--- config.mk ---
export PLATFORM = sky130hd
export DESIGN_NAME = sel_decoder_seq_flat
export DESIGN_NICKNAME = d
export VERILOG_FILES = /design/src/rtl/sel_decoder_seq_pkg.sv /design/src/rtl/sel_decoder_seq_if.sv /design/src/rtl/sel_decoder_seq_pattern_gen.sv /design/src/rtl/sel_decoder_seq.sv /design/src/flat_wrapper.sv
export SDC_FILE = /design/constraint.sdc
export NUM_CORES = 1
export LEC_CHECK = 0
export ABC_CLOCK_PERIOD_IN_PS = 1900
export BUFFER_PORTS_ARGS = -buffer_cell sky130_fd_sc_hd__buf_2
export CELL_PAD_IN_SITES_DETAIL_PLACEMENT = 1
export CELL_PAD_IN_SITES_GLOBAL_PLACEMENT = 2
export CORE_ASPECT_RATIO = 1.4
export CORE_MARGIN = 2
export CORE_UTILIZATION = 33
export CTS_BUF_LIST = sky130_fd_sc_hd__clkbuf_8
export CTS_CLUSTER_DIAMETER = 120
export CTS_CLUSTER_SIZE = 10
export DETAILED_ROUTE_END_ITERATION = 8
export PLACE_DENSITY = 0.77
export SLEW_MARGIN = 20
export SYNTH_ARGS = -nofsm -noshare
export SYNTH_HDL_FRONTEND = slang
export SYNTH_SLANG_ARGS = --single-unit
--- constraint.sdc ---
create_clock -name clk -period 1.9 [get_ports clk]
set_input_delay 0.19 -clock clk [delete_from_list [all_inputs] [get_ports clk]]
set_output_delay 0.19 -clock clk [all_outputs]
set_load 0.02 [all_outputs]
--- src/rtl/sel_decoder_seq_pkg.sv ---
// Shared definitions for the registered select decoder.
//   - MODE_* : command encodings carried on the mode field
//   - state_t: controller states (IDLE / HOLD / SCAN)
package cpu_pkg;

  localparam logic [1:0] MODE_DECODE = 2'd0;
  localparam logic [1:0] MODE_THERMO = 2'd1;
  localparam logic [1:0] MODE_SCAN   = 2'd2;
  localparam logic [1:0] MODE_CLEAR  = 2'd3;

  typedef enum logic [1:0] {
    IDLE = 2'd0,
    HOLD = 2'd1,
    SCAN = 2'd2
  } state_t;

endpackage

--- src/rtl/sel_decoder_seq_if.sv ---
// Command/strobe bundle for sel_decoder_seq.
//   master (requester): drives in_valid, mode, sel, last, abort;
//                       observes in_ready, out, busy, done
//   slave  (decoder)  : the mirror image
//
// Handshake: a command transfers on a rising clock edge where
// in_valid && in_ready are both 1. mode/sel/last are sampled only on that
// edge. in_valid may be raised at any time and does not depend on in_ready.
// abort is a synchronous cancel that overrides any transfer on its edge.
interface sel_decoder_seq_if #(
  parameter int SEL_WIDTH = 4
);
  localparam int NOUT = 1 << SEL_WIDTH;

  logic                 in_valid;
  logic                 in_ready;
  logic [1:0]           mode;
  logic [SEL_WIDTH-1:0] sel;
  logic [SEL_WIDTH-1:0] last;
  logic                 abort;
  logic [NOUT-1:0]      out;
  logic                 busy;
  logic                 done;

  modport master (
    output in_valid, mode, sel, last, abort,
    input  in_ready, out, busy, done
  );

  modport slave (
    input  in_valid, mode, sel, last, abort,
    output in_ready, out, busy, done
  );
endinterface

--- src/rtl/sel_decoder_seq_pattern_gen.sv ---
// sel_pattern_gen: combinational (mode, index) -> strobe pattern.
//   mode    : MODE_THERMO gives bits [index:0] set, anything else one-hot
//   index   : line number
//   pattern : NOUT-bit result (registered by the parent)
module sel_pattern_gen
  import cpu_pkg::*;
#(
  parameter int SEL_WIDTH = 4,
  localparam int NOUT = 1 << SEL_WIDTH
) (
  input  logic [1:0]           mode,
  input  logic [SEL_WIDTH-1:0] index,
  output logic [NOUT-1:0]      pattern
);

  always_comb begin
    pattern = '0;
    for (int i = 0; i < NOUT; i++) begin
      if (mode == MODE_THERMO) pattern[i] = (i <= int'(index));
      else                     pattern[i] = (i == int'(index));
    end
  end

endmodule

--- src/rtl/sel_decoder_seq.sv ---
// sel_decoder_seq: registered SEL_WIDTH -> 2**SEL_WIDTH strobe decoder with
// a valid/ready command port. Patterns: timed one-hot, timed thermometer,
// and an auto-stepping one-hot scan from sel to last (wrapping).
//   clk       : rising-edge clock
//   rst       : asynchronous active-low reset
//   bus       : sel_decoder_seq_if slave (command in, strobes/status out)
//   dbg_state : current controller state, for observation only
// out is driven straight from a register, so sel never reaches it
// combinationally.
module sel_decoder_seq
  import cpu_pkg::*;
#(
  parameter int SEL_WIDTH   = 4,
  parameter int HOLD_CYCLES = 1
) (
  input  logic                clk,
  input  logic                rst,
  sel_decoder_seq_if.slave    bus,
  output state_t              dbg_state
);
  localparam int NOUT = 1 << SEL_WIDTH;
  localparam logic [7:0] HOLD_RELOAD = 8'(HOLD_CYCLES - 1);

  state_t               state_q, state_d;
  logic [7:0]           cnt_q, cnt_d;
  logic [SEL_WIDTH-1:0] pos_q, pos_d;
  logic [SEL_WIDTH-1:0] last_q, last_d;
  logic [NOUT-1:0]      out_q, out_d;
  logic                 done_q, done_d;

  logic [1:0]           gen_mode;
  logic [SEL_WIDTH-1:0] gen_idx;
  logic [NOUT-1:0]      gen_pat;
  logic [SEL_WIDTH-1:0] pos_inc;

  // Natural overflow of the SEL_WIDTH-bit position is the modulo-NOUT wrap.
  assign pos_inc = pos_q + 1'b1;

  sel_pattern_gen #(.SEL_WIDTH(SEL_WIDTH)) u_pattern_gen (
    .mode    (gen_mode),
    .index   (gen_idx),
    .pattern (gen_pat)
  );

  always_ff @(posedge clk or negedge rst) begin
    if (!rst) begin
      state_q <= IDLE;
      cnt_q   <= '0;
      pos_q   <= '0;
      last_q  <= '0;
      out_q   <= '0;
      done_q  <= 1'b0;
    end else begin
      state_q <= state_d;
      cnt_q   <= cnt_d;
      pos_q   <= pos_d;
      last_q  <= last_d;
      out_q   <= out_d;
      done_q  <= done_d;
    end
  end

  always_comb begin
    state_d  = state_q;
    cnt_d    = cnt_q;
    pos_d    = pos_q;
    last_d   = last_q;
    out_d    = out_q;
    done_d   = 1'b0;
    gen_mode = MODE_DECODE;
    gen_idx  = bus.sel;

    if (bus.abort) begin
      // Beats completion and any pending accept on this edge.
      state_d = IDLE;
      out_d   = '0;
      cnt_d   = '0;
    end else begin
      unique case (state_q)
        IDLE: begin
          if (bus.in_valid) begin
            case (bus.mode)
              MODE_DECODE, MODE_THERMO: begin
                gen_mode = bus.mode;
                out_d    = gen_pat;
                cnt_d    = HOLD_RELOAD;
                state_d  = HOLD;
              end
              MODE_SCAN: begin
                out_d   = gen_pat;
                pos_d   = bus.sel;
                last_d  = bus.last;
                cnt_d   = HOLD_RELOAD;
                state_d = SCAN;
              end
              default: begin
                out_d  = '0;
                done_d = 1'b1;
              end
            endcase
          end
        end
        HOLD: begin
          if (cnt_q != 8'd0) begin
            cnt_d = cnt_q - 8'd1;
          end else begin
            out_d   = '0;
            done_d  = 1'b1;
            state_d = IDLE;
          end
        end
        SCAN: begin
          gen_idx = pos_inc;
          if (cnt_q != 8'd0) begin
            cnt_d = cnt_q - 8'd1;
          end else if (pos_q != last_q) begin
            pos_d = pos_inc;
            out_d = gen_pat;
            cnt_d = HOLD_RELOAD;
          end else begin
            out_d   = '0;
            done_d  = 1'b1;
            state_d = IDLE;
          end
        end
        default: begin
          state_d = IDLE;
          out_d   = '0;
        end
      endcase
    end
  end

  assign bus.in_ready = (state_q == IDLE);
  assign bus.busy     = (state_q != IDLE);
  assign bus.out      = out_q;
  assign bus.done     = done_q;
  assign dbg_state    = state_q;

endmodule
--- src/flat_wrapper.sv ---
// flat-port wrapper written by rule: the top's interface ports become plain ports
module sel_decoder_seq_flat import cpu_pkg::*;
#(
  parameter int SEL_WIDTH   = 4,
  parameter int HOLD_CYCLES = 1
)
  (clk, rst, dbg_state, bus_in_valid, bus_mode, bus_sel, bus_last, bus_abort, bus_in_ready, bus_out, bus_busy, bus_done);
  sel_decoder_seq_if #(.SEL_WIDTH(SEL_WIDTH)) bus_i ();
  input  logic clk;
  input  logic rst;
  output state_t dbg_state;
  input wire logic [$bits(bus_i.in_valid)-1:0] bus_in_valid;
  input wire logic [$bits(bus_i.mode)-1:0] bus_mode;
  input wire logic [$bits(bus_i.sel)-1:0] bus_sel;
  input wire logic [$bits(bus_i.last)-1:0] bus_last;
  input wire logic [$bits(bus_i.abort)-1:0] bus_abort;
  output wire logic [$bits(bus_i.in_ready)-1:0] bus_in_ready;
  output wire logic [$bits(bus_i.out)-1:0] bus_out;
  output wire logic [$bits(bus_i.busy)-1:0] bus_busy;
  output wire logic [$bits(bus_i.done)-1:0] bus_done;
  assign bus_i.in_valid = bus_in_valid;
  assign bus_i.mode = bus_mode;
  assign bus_i.sel = bus_sel;
  assign bus_i.last = bus_last;
  assign bus_i.abort = bus_abort;
  assign bus_in_ready = bus_i.in_ready;
  assign bus_out = bus_i.out;
  assign bus_busy = bus_i.busy;
  assign bus_done = bus_i.done;
  sel_decoder_seq #(.SEL_WIDTH(SEL_WIDTH), .HOLD_CYCLES(HOLD_CYCLES)) u_core (.clk(clk), .rst(rst), .bus(bus_i), .dbg_state(dbg_state));
endmodule
==> results of run 1 <==
area by class of cell:
type | instances | area, µm² | share of cell area (%)
multi-input combinational | 173 | 1510 | 44.8
sequential | 35 | 880 | 26.1
timing repair buffer | 104 | 741 | 22.0
tap | 74 | 92.6 | 2.75
clock buffer | 6 | 82.6 | 2.45
clock inverter | 2 | 35.0 | 1.04
inverter | 7 | 31.3 | 0.928
synth_stat cells (3+ instances only):
master    number  area (µm²)
inv_1          7        26.3
a22o_1         6        52.6
clkbuf_1       3        11.3
nor3b_1        3        22.5
nand3_1        4        20.0
nor3_1         9        45.0
o21ai_0       18        90.1
mux2i_1        6        60.1
a32o_1         7        70.1
a21oi_1       11        55.1
dfrtp_1       35         876
xor2_1         6        52.6
nor2_1        16        60.1
buf_2          3        15.0
ha_1           7        87.6
nand2_1       16        60.1
nor2b_1        6        37.5
mux2_2         9         101
where the power goes:
group | leakage (nW) | internal [mW] | switching (mW)
Sequential | 0.462 | 0.935 | 0.188
Clock | 0.0612 | 0.425 | 0.299
Combinational | 1.04 | 1.64 | 1.72
Total | 1.56 | 3.00 | 2.21
cells in the final DEF, fill, tap and decap left out, types with 3 or more instances in the layout:
| cell | Yosys | layout |
|---|---|---|
| a211oi_2 | 2 | 3 |
| mux2_4 | 0 | 3 |
| nand3_1 | 4 | 3 |
| o21ai_0 | 18 | 7 |
| a32o_1 | 7 | 7 |
| nor3_1 | 9 | 5 |
| xor2_2 | 0 | 5 |
| buf_2 | 3 | 34 |
| mux2i_1 | 6 | 5 |
| nor3b_1 | 3 | 3 |
| nor3_2 | 1 | 4 |
| ha_4 | 0 | 4 |
| a21oi_1 | 11 | 8 |
| nor2_1 | 16 | 15 |
| clkbuf_8 | 0 | 6 |
| o21ai_1 | 0 | 9 |
| a21oi_2 | 1 | 4 |
| mux2_2 | 9 | 6 |
| dfrtp_2 | 0 | 3 |
| dfrtp_1 | 35 | 32 |
| nor2b_1 | 6 | 5 |
| buf_4 | 2 | 60 |
| buf_6 | 0 | 8 |
| inv_2 | 0 | 3 |
| a22o_1 | 6 | 6 |
| nand2_1 | 16 | 14 |
worst reg2reg max path, delay by kind of cell, from the launching register on:
| kind | cells | cell delay (ps) |
|---|---|---|
| compound gates | 3 | 550 |
| buf+inv | 4 | 490 |
| flops | 1 | 430 |
| simple gates | 2 | 270 |
| fa+ha+maj | 1 | 160 |
worst max path at each step:
stage                        end  depth (start not counted)
2_1_floorplan  u_core.bus.out[5]                          8
3_3_place_gp     u_core.cnt_q[3]                          7
3_5_place_dp     u_core.pos_q[1]                          7
4_1_cts        u_core.bus.out[7]                          9
5_1_grt        u_core.bus.out[5]                          8
6_report       u_core.bus.out[7]                         10
cells by family (layout without fill, tap and decap cells):
| group | count (synthesis) | count (layout) |
|---|---|---|
| mux | 15 | 15 |
| xor+xnor | 6 | 6 |
| simple gates | 76 | 76 |
| fa+ha+maj | 7 | 7 |
| compound gates | 69 | 69 |
| buf+inv | 15 | 119 |
| flops | 35 | 35 |
metrics by stage:
stage               power, mW  hold slack [ps]  util (%)
global route             5.55              134      51.7
finish                   5.21              128      51.7
CTS                      4.98              128      49.6
detailed placement       3.81              225      43.9
floorplan                2.68             -106         -
global placement         3.75              216      43.9
metal layers:
metal,vias to the layer above,track usage [%]
met4,0,5.84
met1,1126,22.8
met2,31,41.7
met3,14,3.60
li1,1039,-
met5,-,0
state kept, by name (all words and copies together), names as in the netlist:
signal / cells
u_core.bus.done: 1
u_core.bus.out: 16
u_core.cnt_q: 8
u_core.dbg_state: 2
u_core.last_q: 4
u_core.pos_q: 4
repair_timing:
| item | in CTS | in global routing |
|---|---|---|
| pin swaps | 25 | 15 |
| gates resized for setup | 41 | 25 |
| hold endpoints to repair | 22 | 0 |
| setup endpoints to repair | 33 | 35 |
| buffers inserted | 10 | 8 |
| hold buffers | 1 | 0 |
==> metrics.cfg, run 1 <==
[critical_path]
ff2ff_path_depth = 10
rrSetupSlack_ps = -110
critical_path_arrival_ps = 2200
timing.rr.start = u_core.dbg_state[0]
path_cells = inv_4 -> ha_4 -> nor2b_4 -> buf_4 -> buf_6 -> nor2_2 -> a21o_1 -> buf_4 -> a21o_1 -> a22o_1
cp_max_fo = 8
crit_family = compound AO/OA/AOI/OAI gates
path_class = reg -> reg
cp-start-kind = flip-flop
cp_num_buf_inv = 4
r2r-end = u_core.bus.out[7]
crit_path_end_kind = flip-flop
cp-startpoint = u_core.dbg_state[0]
cp_slowest_stage_delay_ps = 430
crit_slowest_cell = dfrtp_2
worstPathRequired_ps = 2090

[route]
firstDrtPassIters = 4
drtAntennaViolNets = 0
first_iter_violations = 37
vias = 2210
routed.top_layer = met4
vias_per_cell = 5.51
met1_length_um = 2770
drc = 0
wl_met3_um = 183
dr_wl_met2_um = 4340
drt-wirelength-per-cell_um = 18.6
wirelength_um = 7440

[cells_and_area]
fin_nets = 347
drive_above_1_share_pct = 53.2
stdcell_count = 401
n_antenna_cell = 0
fill_cells = 735
area_delta_synth_final_pct = 53.2
final_area_um2 = 3370

[synthesis]
synthFlopType = dfrtp_1
synth_top_family_by_area = compound AO/OA/AOI/OAI gates
ys_ff_latch = 35
async_reset_ff_share_pct = 100
syn-num-nets = 244
synthSimpleGateAreaFrac_pct = 19.7
yosysSeqAreaShare_pct = 39.8
netlist_instances = 223
yosysWarnings = 0
syn_area_um2 = 2200
synth-edff-count = 0
synth.area.mux_share_pct = 7.33
synthXorXnorAreaFrac_pct = 2.39
avgSynthCellArea_um2 = 9.87
yosys.cell_types.count = 56
synth_compound_area_share_pct = 23.7
yosys.area_share.adder_pct = 3.98

[placement]
placed_cell_area_um2 = 2860
place_inst = 375
dp_hpwl_um = 5340
gp_congestion = 0.819
dpl_worst_slack_ps = -231
io_buffers = 34

[pwr]
power_density_nw_per_um2 = 1540
leakagePower_nw = 1.56
peakVddDrop_uv = 491

[hold_path]
worstHoldStart = bus_last[1]
min_to = u_core.last_q[1]
hold_depth = 2
hp-class = in -> reg

[timing]
min_period_ps = 2010
period_share_pct = 106
rsz0062_at_grt = yes
layout_setup_ws_ps = -106
worst_pin_slew_ps = 575
setup_viol = 24
finalHoldViolations = 0
finalMaxSlewViolations = 0
relSlewSlack_pct = 61.7
fin_skew_ps = 8.71
tns_ps = -1110
timing.fmax_mhz = 498

[global_routing]
grt_overflow = 0
grt.total_usage_pct = 21.4
grt_start_max_net_pins = 24
antenna_found_initial = 0
grt_first_pass_wirelength_um = 12100
grt_pass1_vias = 2421

[clock_tree]
cts-buffers-inserted = 5
clock-root-buffer = clkbuf_8
clk_pin_slew_ps = 80
cts_tree = done
cts_buffer_depth = 2
clk_latency_ps = 290
clkSinkCount = 35
cts_max_level = 2

[die]
die_w_um = 73.0
io_pins = 35
rows = 35
coreArea_um2 = 6530
initial_core_util_pct = 33.7
die_h_um = 101
dieArea_um2 = 7350

[run_status]
violations = negative setup slack
status = finished with violations

[flow_run]
maxCapViolCount = 0

Note: power is estimated with default switching activity, not from simulation.
==> inputs of run 2 (changes only) <==
--- a/config.mk
+++ b/config.mk
@@ -6,13 +6,13 @@
 export NUM_CORES = 1
 export LEC_CHECK = 0
 export ABC_CLOCK_PERIOD_IN_PS = 1900
-export BUFFER_PORTS_ARGS = -buffer_cell sky130_fd_sc_hd__buf_2
+export BUFFER_PORTS_ARGS = -buffer_cell sky130_fd_sc_hd__buf_4
 export CELL_PAD_IN_SITES_DETAIL_PLACEMENT = 1
 export CELL_PAD_IN_SITES_GLOBAL_PLACEMENT = 2
 export CORE_ASPECT_RATIO = 1.4
 export CORE_MARGIN = 2
 export CORE_UTILIZATION = 33
-export CTS_BUF_LIST = sky130_fd_sc_hd__clkbuf_8
+export CTS_BUF_LIST = sky130_fd_sc_hd__clkbuf_4
 export CTS_CLUSTER_DIAMETER = 120
 export CTS_CLUSTER_SIZE = 10
 export DETAILED_ROUTE_END_ITERATION = 8
==> run 2 against run 1 <==
The run still ends with negative setup slack left. Clock skew grew 1.6 ps. Fmax grew 1.3%. Hold slack lost 66 ps. Clock power shrank 40%. Via count shrank 0.27%. Combinational power grew 5%.
==> metrics.cfg, run 2 (same netlist as run 1, synthesis figures left out) <==
[run_status]
status = finished with violations
violations = negative setup slack

[hold_path]
hold_depth = 2  ; unchanged
hp-class = in -> reg

[timing]
min_period_ps = 1980  ; -25.7 ps
relSlewSlack_pct = 68.6  ; +6.9 points
fin_hold_ws_ps = 62.0  ; -65.7 ps
period_share_pct = 104  ; -1.4 points
finalHoldViolations = 0  ; unchanged
layout_setup_ws_ps = -80.5  ; +25.7 ps
setup_viol = 18  ; -25%
rsz0062_at_grt = yes
timing.fmax_mhz = 505  ; +1.3%
fin_skew_ps = 10.3  ; +1.64 ps
worst_pin_slew_ps = 471  ; -103 ps
finalMaxSlewViolations = 0  ; unchanged

[route]
drt-wirelength-per-cell_um = 18.6  ; +0.15%
drc = 0  ; unchanged
vias = 2204  ; -0.27%
drtAntennaViolNets = 0  ; unchanged
wirelength_um = 7510  ; +0.90%
firstDrtPassIters = 4  ; unchanged
first_iter_violations = 53  ; +43%
vias_per_cell = 5.46  ; -1.0%

[clock_tree]
clk_latency_ps = 350  ; +60 ps
cts_tree = done
clk_pin_slew_ps = 110  ; +30 ps
cts_max_level = 2  ; unchanged
cts_buffer_depth = 2  ; unchanged
clock-root-buffer = clkbuf_4
cts-buffers-inserted = 5  ; unchanged
clkSinkCount = 35  ; unchanged

[placement]
dp_hpwl_um = 5590  ; +4.6%
io_buffers = 34  ; unchanged
dpl_worst_slack_ps = -213  ; +18.3 ps
gp_congestion = 0.836  ; +2.1%

[critical_path]
path_cells = inv_4 -> ha_4 -> nor2b_4 -> buf_4 -> mux2_4 -> a311o_1 -> a22o_1
cp_num_buf_inv = 2  ; -2
endpoint = u_core.bus.out[5]
r2r-end = u_core.bus.out[5]
path_class = reg -> reg
crit_path_end_kind = flip-flop
cp_slowest_stage_delay_ps = 440  ; about the same
worstPathRequired_ps = 2150  ; +60 ps
timing.rr.start = u_core.dbg_state[0]
cp-startpoint = u_core.dbg_state[0]
rrSetupSlack_ps = -80  ; +30 ps
crit_slowest_cell = dfrtp_2
crit_family = compound AO/OA/AOI/OAI gates
ff2ff_path_depth = 7  ; -3
cp_max_fo = 5  ; -3
path_depth = 7  ; -3
critical_path_arrival_ps = 2230  ; +30 ps
cp-start-kind = flip-flop

[global_routing]
grt_overflow = 0  ; unchanged
grt_first_pass_wirelength_um = 12500  ; +3.5%
grt_start_max_net_pins = 36  ; +50%
antenna_found_initial = 0  ; unchanged
grt_pass1_vias = 2482  ; +2.5%
grt.total_usage_pct = 22.4  ; +1.0 points

[pwr]
peakVddDrop_uv = 428  ; -13%
power_density_nw_per_um2 = 1500  ; -3.1%
leakagePower_nw = 1.57  ; +0.38%

[cells_and_area]
layout_common_cells = buf_4, dfrtp_1, nand2_1, nor2_1, o21ai_1
fill_cells = 737  ; +0.27%
drive_above_1_share_pct = 53.0  ; -0.18 points
fin_nets = 350  ; +0.86%
multiInputGateArea_um2 = 1530  ; +1.1%
area_delta_synth_final_pct = 54.9
largest_reg_flops = 16  ; unchanged
final_common_cell = buf_4
regArea_um2 = 878  ; -0.14%
n_antenna_cell = 0  ; unchanged

[die]
die_w_um = 73.0  ; unchanged
coreArea_um2 = 6530  ; unchanged
dieArea_um2 = 7350  ; unchanged
die_h_um = 101  ; unchanged
io_pins = 35  ; unchanged
rows = 35  ; unchanged
initial_core_util_pct = 33.7  ; unchanged

[flow_run]
maxCapViolCount = 0  ; unchanged

## run 2: worst min-delay path by stage
stage	startpoint	endpoint	slack, ps
3_5_place_dp	rst	u_core.cnt_q[2]	190
4_1_cts	bus_last[3]	u_core.last_q[3]	50
5_1_grt	bus_last[0]	u_core.last_q[0]	50
6_report	bus_last[1]	u_core.last_q[1]	60
2_1_floorplan	rst	u_core.bus.done	-110
3_3_place_gp	rst	u_core.cnt_q[2]	180
## run 2: per-layer routing
layer | up-vias | share of wire (%) | global-route usage [%]
met3 | 15 | 2.6 | 3.70
met5 | - | 0 | 0
met2 | 35 | 60 | 43.8
met4 | 0 | 2.2 | 9.26
met1 | 1103 | 35 | 22.5
li1 | 1051 | - | -
## run 2: report_power, final
part,internal [mW],switching [mW]
clock,0.173,0.263
sequential,0.933,0.194
combinational,1.77,1.77
## run 2: final cells by class
| class | instances | share of cell area (%) |
|---|---|---|
| multi-input cells | 174 | 44.8 |
| flip-flops and latches | 35 | 25.8 |
| repair buffers | 106 | 24.2 |
| well taps | 74 | 2.72 |
| clock buffers | 7 | 1.54 |
| inverters | 7 | 0.844 |
| clock inverters | 1 | 0.147 |
## run 2: worst register-to-register path, cell delays in order, from the launching register on
cell and delay, ps:
dfrtp_2 440, inv_4 90, ha_4 160, nor2b_4 230, buf_4 170, mux2_4 340, a311o_1 290, a22o_1 180
## run 2: repair_timing
action / in CTS / in global routing
gates resized for setup: 38 / 25
endpoints found under the setup margin: 34 / 35
pin swaps: 20 / 11
gates cloned: 1 / 0
setup buffers: 12 / 4
hold buffers: 1 / 0
endpoints found under the hold margin: 35 / 0
## run 2: per-stage QoR
stage | util [%] | std cells | power [mW] | setup TNS, ps | instance area [µm²]
final | 52.2 | 404 | 5.10 | -680 | 3410
after CTS | 50.7 | 400 | 4.93 | -842 | 3310
after detailed placement | 45.5 | 378 | 3.94 | -2900 | 2970
after floorplan | - | 223 | 2.68 | -1020 | 2250
after global routing | 52.2 | 404 | 5.49 | -3810 | 3410
after global placement | 45.5 | 378 | 3.87 | -1130 | 2970
==> inputs of run 3 (changes only) <==
--- a/config.mk
+++ b/config.mk
@@ -5,18 +5,18 @@
 export SDC_FILE = /design/constraint.sdc
 export NUM_CORES = 1
 export LEC_CHECK = 0
-export ABC_CLOCK_PERIOD_IN_PS = 1900
+export ABC_CLOCK_PERIOD_IN_PS = 1950
 export BUFFER_PORTS_ARGS = -buffer_cell sky130_fd_sc_hd__buf_4
 export CELL_PAD_IN_SITES_DETAIL_PLACEMENT = 1
 export CELL_PAD_IN_SITES_GLOBAL_PLACEMENT = 2
 export CORE_ASPECT_RATIO = 1.4
 export CORE_MARGIN = 2
-export CORE_UTILIZATION = 33
+export CORE_UTILIZATION = 37
 export CTS_BUF_LIST = sky130_fd_sc_hd__clkbuf_4
 export CTS_CLUSTER_DIAMETER = 120
 export CTS_CLUSTER_SIZE = 10
 export DETAILED_ROUTE_END_ITERATION = 8
-export PLACE_DENSITY = 0.77
+export PLACE_DENSITY = 0.81
 export SLEW_MARGIN = 20
 export SYNTH_ARGS = -nofsm -noshare
 export SYNTH_HDL_FRONTEND = slang
==> constraint.sdc (replaced) <==
create_clock -name clk -period 1.95 [get_ports clk]
set_input_delay 0.195 -clock clk [delete_from_list [all_inputs] [get_ports clk]]
set_output_delay 0.195 -clock clk [all_outputs]
set_load 0.02 [all_outputs]
==> run 3 against run 2 <==
The flow now finishes without violations. Setup slack gained 89 ps. First-iteration DRC count shrank 3.8%. Sequential share of layout area grew 2.0 points. Fmax grew 2.0%. Cell count shrank 6.9%. Critical path depth shrank 1. Sequential power shrank 4%. Flip-flop and latch count is the same. Hold slack gained 15 ps. Clock power shrank 13%. Critical endpoint is now u_core.cnt_q[4].
==> metrics.cfg, run 3 (same netlist as run 1, synthesis figures left out) <==
[die]
dieArea_um2 = 6590  ; -10%
initial_core_util_pct = 37.8  ; +4.1 points
die_h_um = 95.3  ; -5.3%
io_pins = 35  ; unchanged
coreArea_um2 = 5820  ; -11%
rows = 33  ; -5.7%
die_w_um = 69.2  ; -5.3%

[timing]
layout_setup_ws_ps = 8.15  ; +88.7 ps
rsz0062_at_grt = yes
timing.fmax_mhz = 515  ; +2.0%
finalMaxSlewViolations = 0  ; unchanged
relSlewSlack_pct = 68.9  ; +0.34 points
min_period_ps = 1940  ; -38.7 ps
worst_pin_slew_ps = 466  ; -5.15 ps
setup_viol = 0  ; -18
fin_skew_ps = 4.87  ; -5.48 ps
finalHoldViolations = 0  ; unchanged
period_share_pct = 99.6  ; -4.7 points

[critical_path]
critical_path_arrival_ps = 2180  ; -50 ps
worstPathRequired_ps = 2190  ; +40 ps
cp_num_buf_inv = 1  ; -1
crit_slowest_cell = nor4_4
cp_slowest_stage_delay_ps = 450  ; about the same
cp-start-kind = flip-flop
cp_max_fo = 5  ; unchanged
crit_family = compound AO/OA/AOI/OAI gates
path_class = reg -> reg
path_cells = xor2_2 -> nor4_4 -> buf_4 -> a211oi_2 -> o211a_1 -> a32o_1
crit_path_end_kind = flip-flop

[route]
drc = 0  ; unchanged
vias_per_cell = 5.62  ; +3.1%
firstDrtPassIters = 4  ; unchanged
vias = 2114  ; -4.1%
first_iter_violations = 51  ; -3.8%
wirelength_um = 6900  ; -8.1%
drtAntennaViolNets = 0  ; unchanged
drt-wirelength-per-cell_um = 18.4  ; -1.2%

[placement]
io_buffers = 34  ; unchanged
dpl_worst_slack_ps = -74.1  ; +139 ps
gp_congestion = 0.844  ; +0.90%
placed_cell_area_um2 = 2870  ; -3.4%
dp_hpwl_um = 5220  ; -6.6%

[hold_path]
hp-class = in -> reg

[cells_and_area]
layout_common_cells = buf_4, dfrtp_1, nor2_1, nand2_1, o21ai_0
fin_nets = 327  ; -6.6%
final_common_cell = buf_4
drive_above_1_share_pct = 48.0  ; -5.0 points
final_area_um2 = 3160  ; -7.2%
area_delta_synth_final_pct = 43.7
largest_reg_flops = 16  ; unchanged
fill_cells = 664  ; -9.9%
n_antenna_cell = 0  ; unchanged

[pwr]
leakagePower_nw = 1.45  ; -7.6%
power_density_nw_per_um2 = 1410  ; -5.8%
peakVddDrop_uv = 440  ; +2.9%

[global_routing]
grt_start_max_net_pins = 36  ; unchanged
grt.total_usage_pct = 21.5  ; -0.88 points
antenna_found_initial = 0  ; unchanged
grt_pass1_vias = 2282  ; -8.1%
grt_first_pass_wirelength_um = 11000  ; -12%
grt_overflow = 0  ; unchanged

[run_status]
status = complete, no violations

[clock_tree]
cts_tree = done
clk_pin_slew_ps = 110  ; about the same
cts_buffer_depth = 2  ; unchanged
cts_max_level = 2  ; unchanged
cts-buffers-inserted = 5  ; unchanged
clk_latency_ps = 340  ; about the same
clock-root-buffer = clkbuf_4
clkSinkCount = 35  ; unchanged

[flow_run]
maxCapViolCount = 0  ; unchanged

## run 3: changes by cell type in the layout (fill, tap and decap cells not counted), moves of 2 or more
cell and delta:
a21oi_1 +2, clkbuf_4 -2, nor3_2 +3, o21ai_0 +9, a21oi_2 -3, nor3_1 -2
nor2_2 -2, nor2_1 +2, xor2_4 -2, xor2_1 +2, o21ai_1 -9, buf_4 -23
## run 3: final cells by class
cell class | instances | area, µm² | area share, %
timing repair buffer | 84 | 664 | 21.0
tap | 70 | 87.6 | 2.77
clock inverter | 2 | 8.76 | 0.277
multi-input combinational | 173 | 1460 | 46.0
sequential | 35 | 878 | 27.8
clock buffer | 5 | 37.5 | 1.19
inverter | 7 | 31.3 | 0.989
## run 3: final timing paths
path / slack (ps) / to / cells after the start / start
worst max-delay path: 8 / u_core.cnt_q[4] / 6 / u_core.last_q[2]
min in group asynchronous: 340 / u_core.pos_q[2] / 2 / rst
worst min-delay path: 80 / u_core.last_q[0] / 2 / bus_last[0]
worst min register to register: 490 / u_core.bus.out[14] / 2 / u_core.bus.out[14]
max in group asynchronous: 1260 / u_core.dbg_state[1] / 2 / rst
worst max register to register: 8 / u_core.cnt_q[4] / 6 / u_core.last_q[2]
## run 3: timing repair
action	4_1_cts	5_1_grt
buffers inserted	3	2
gates resized for setup	11	38
endpoints found under the hold margin	35	0
setup endpoints to repair	22	31
hold buffers	1	0
pin swaps	7	9
## run 3: power breakdown
group          leakage, nW  internal, mW  switching (mW)
clock               0.0285         0.128           0.251
combinational        0.955          1.45            1.55
sequential           0.463         0.910           0.179
total                 1.45          2.48            1.98
## run 3: per-layer routing
layer	vias to the layer above	GRT usage [%]	wire length, µm
met5	-	0	0
li1	1001	-	-
met3	13	2.85	145
met2	35	43.0	4010
met4	0	11.3	189
met1	1065	21.4	2560
## run 3: through the flow
stage	util (%)	instances	hold slack [ps]	total power, mW	TNS (ps)
floorplan	-	223	-101	2.62	-255
global placement	49.3	363	188	3.60	-325
detailed placement	49.3	363	185	3.67	-825
CTS	51.6	374	60.1	4.22	0
global route	54.3	376	61.9	4.79	-598
finish	54.3	376	77.3	4.46	0
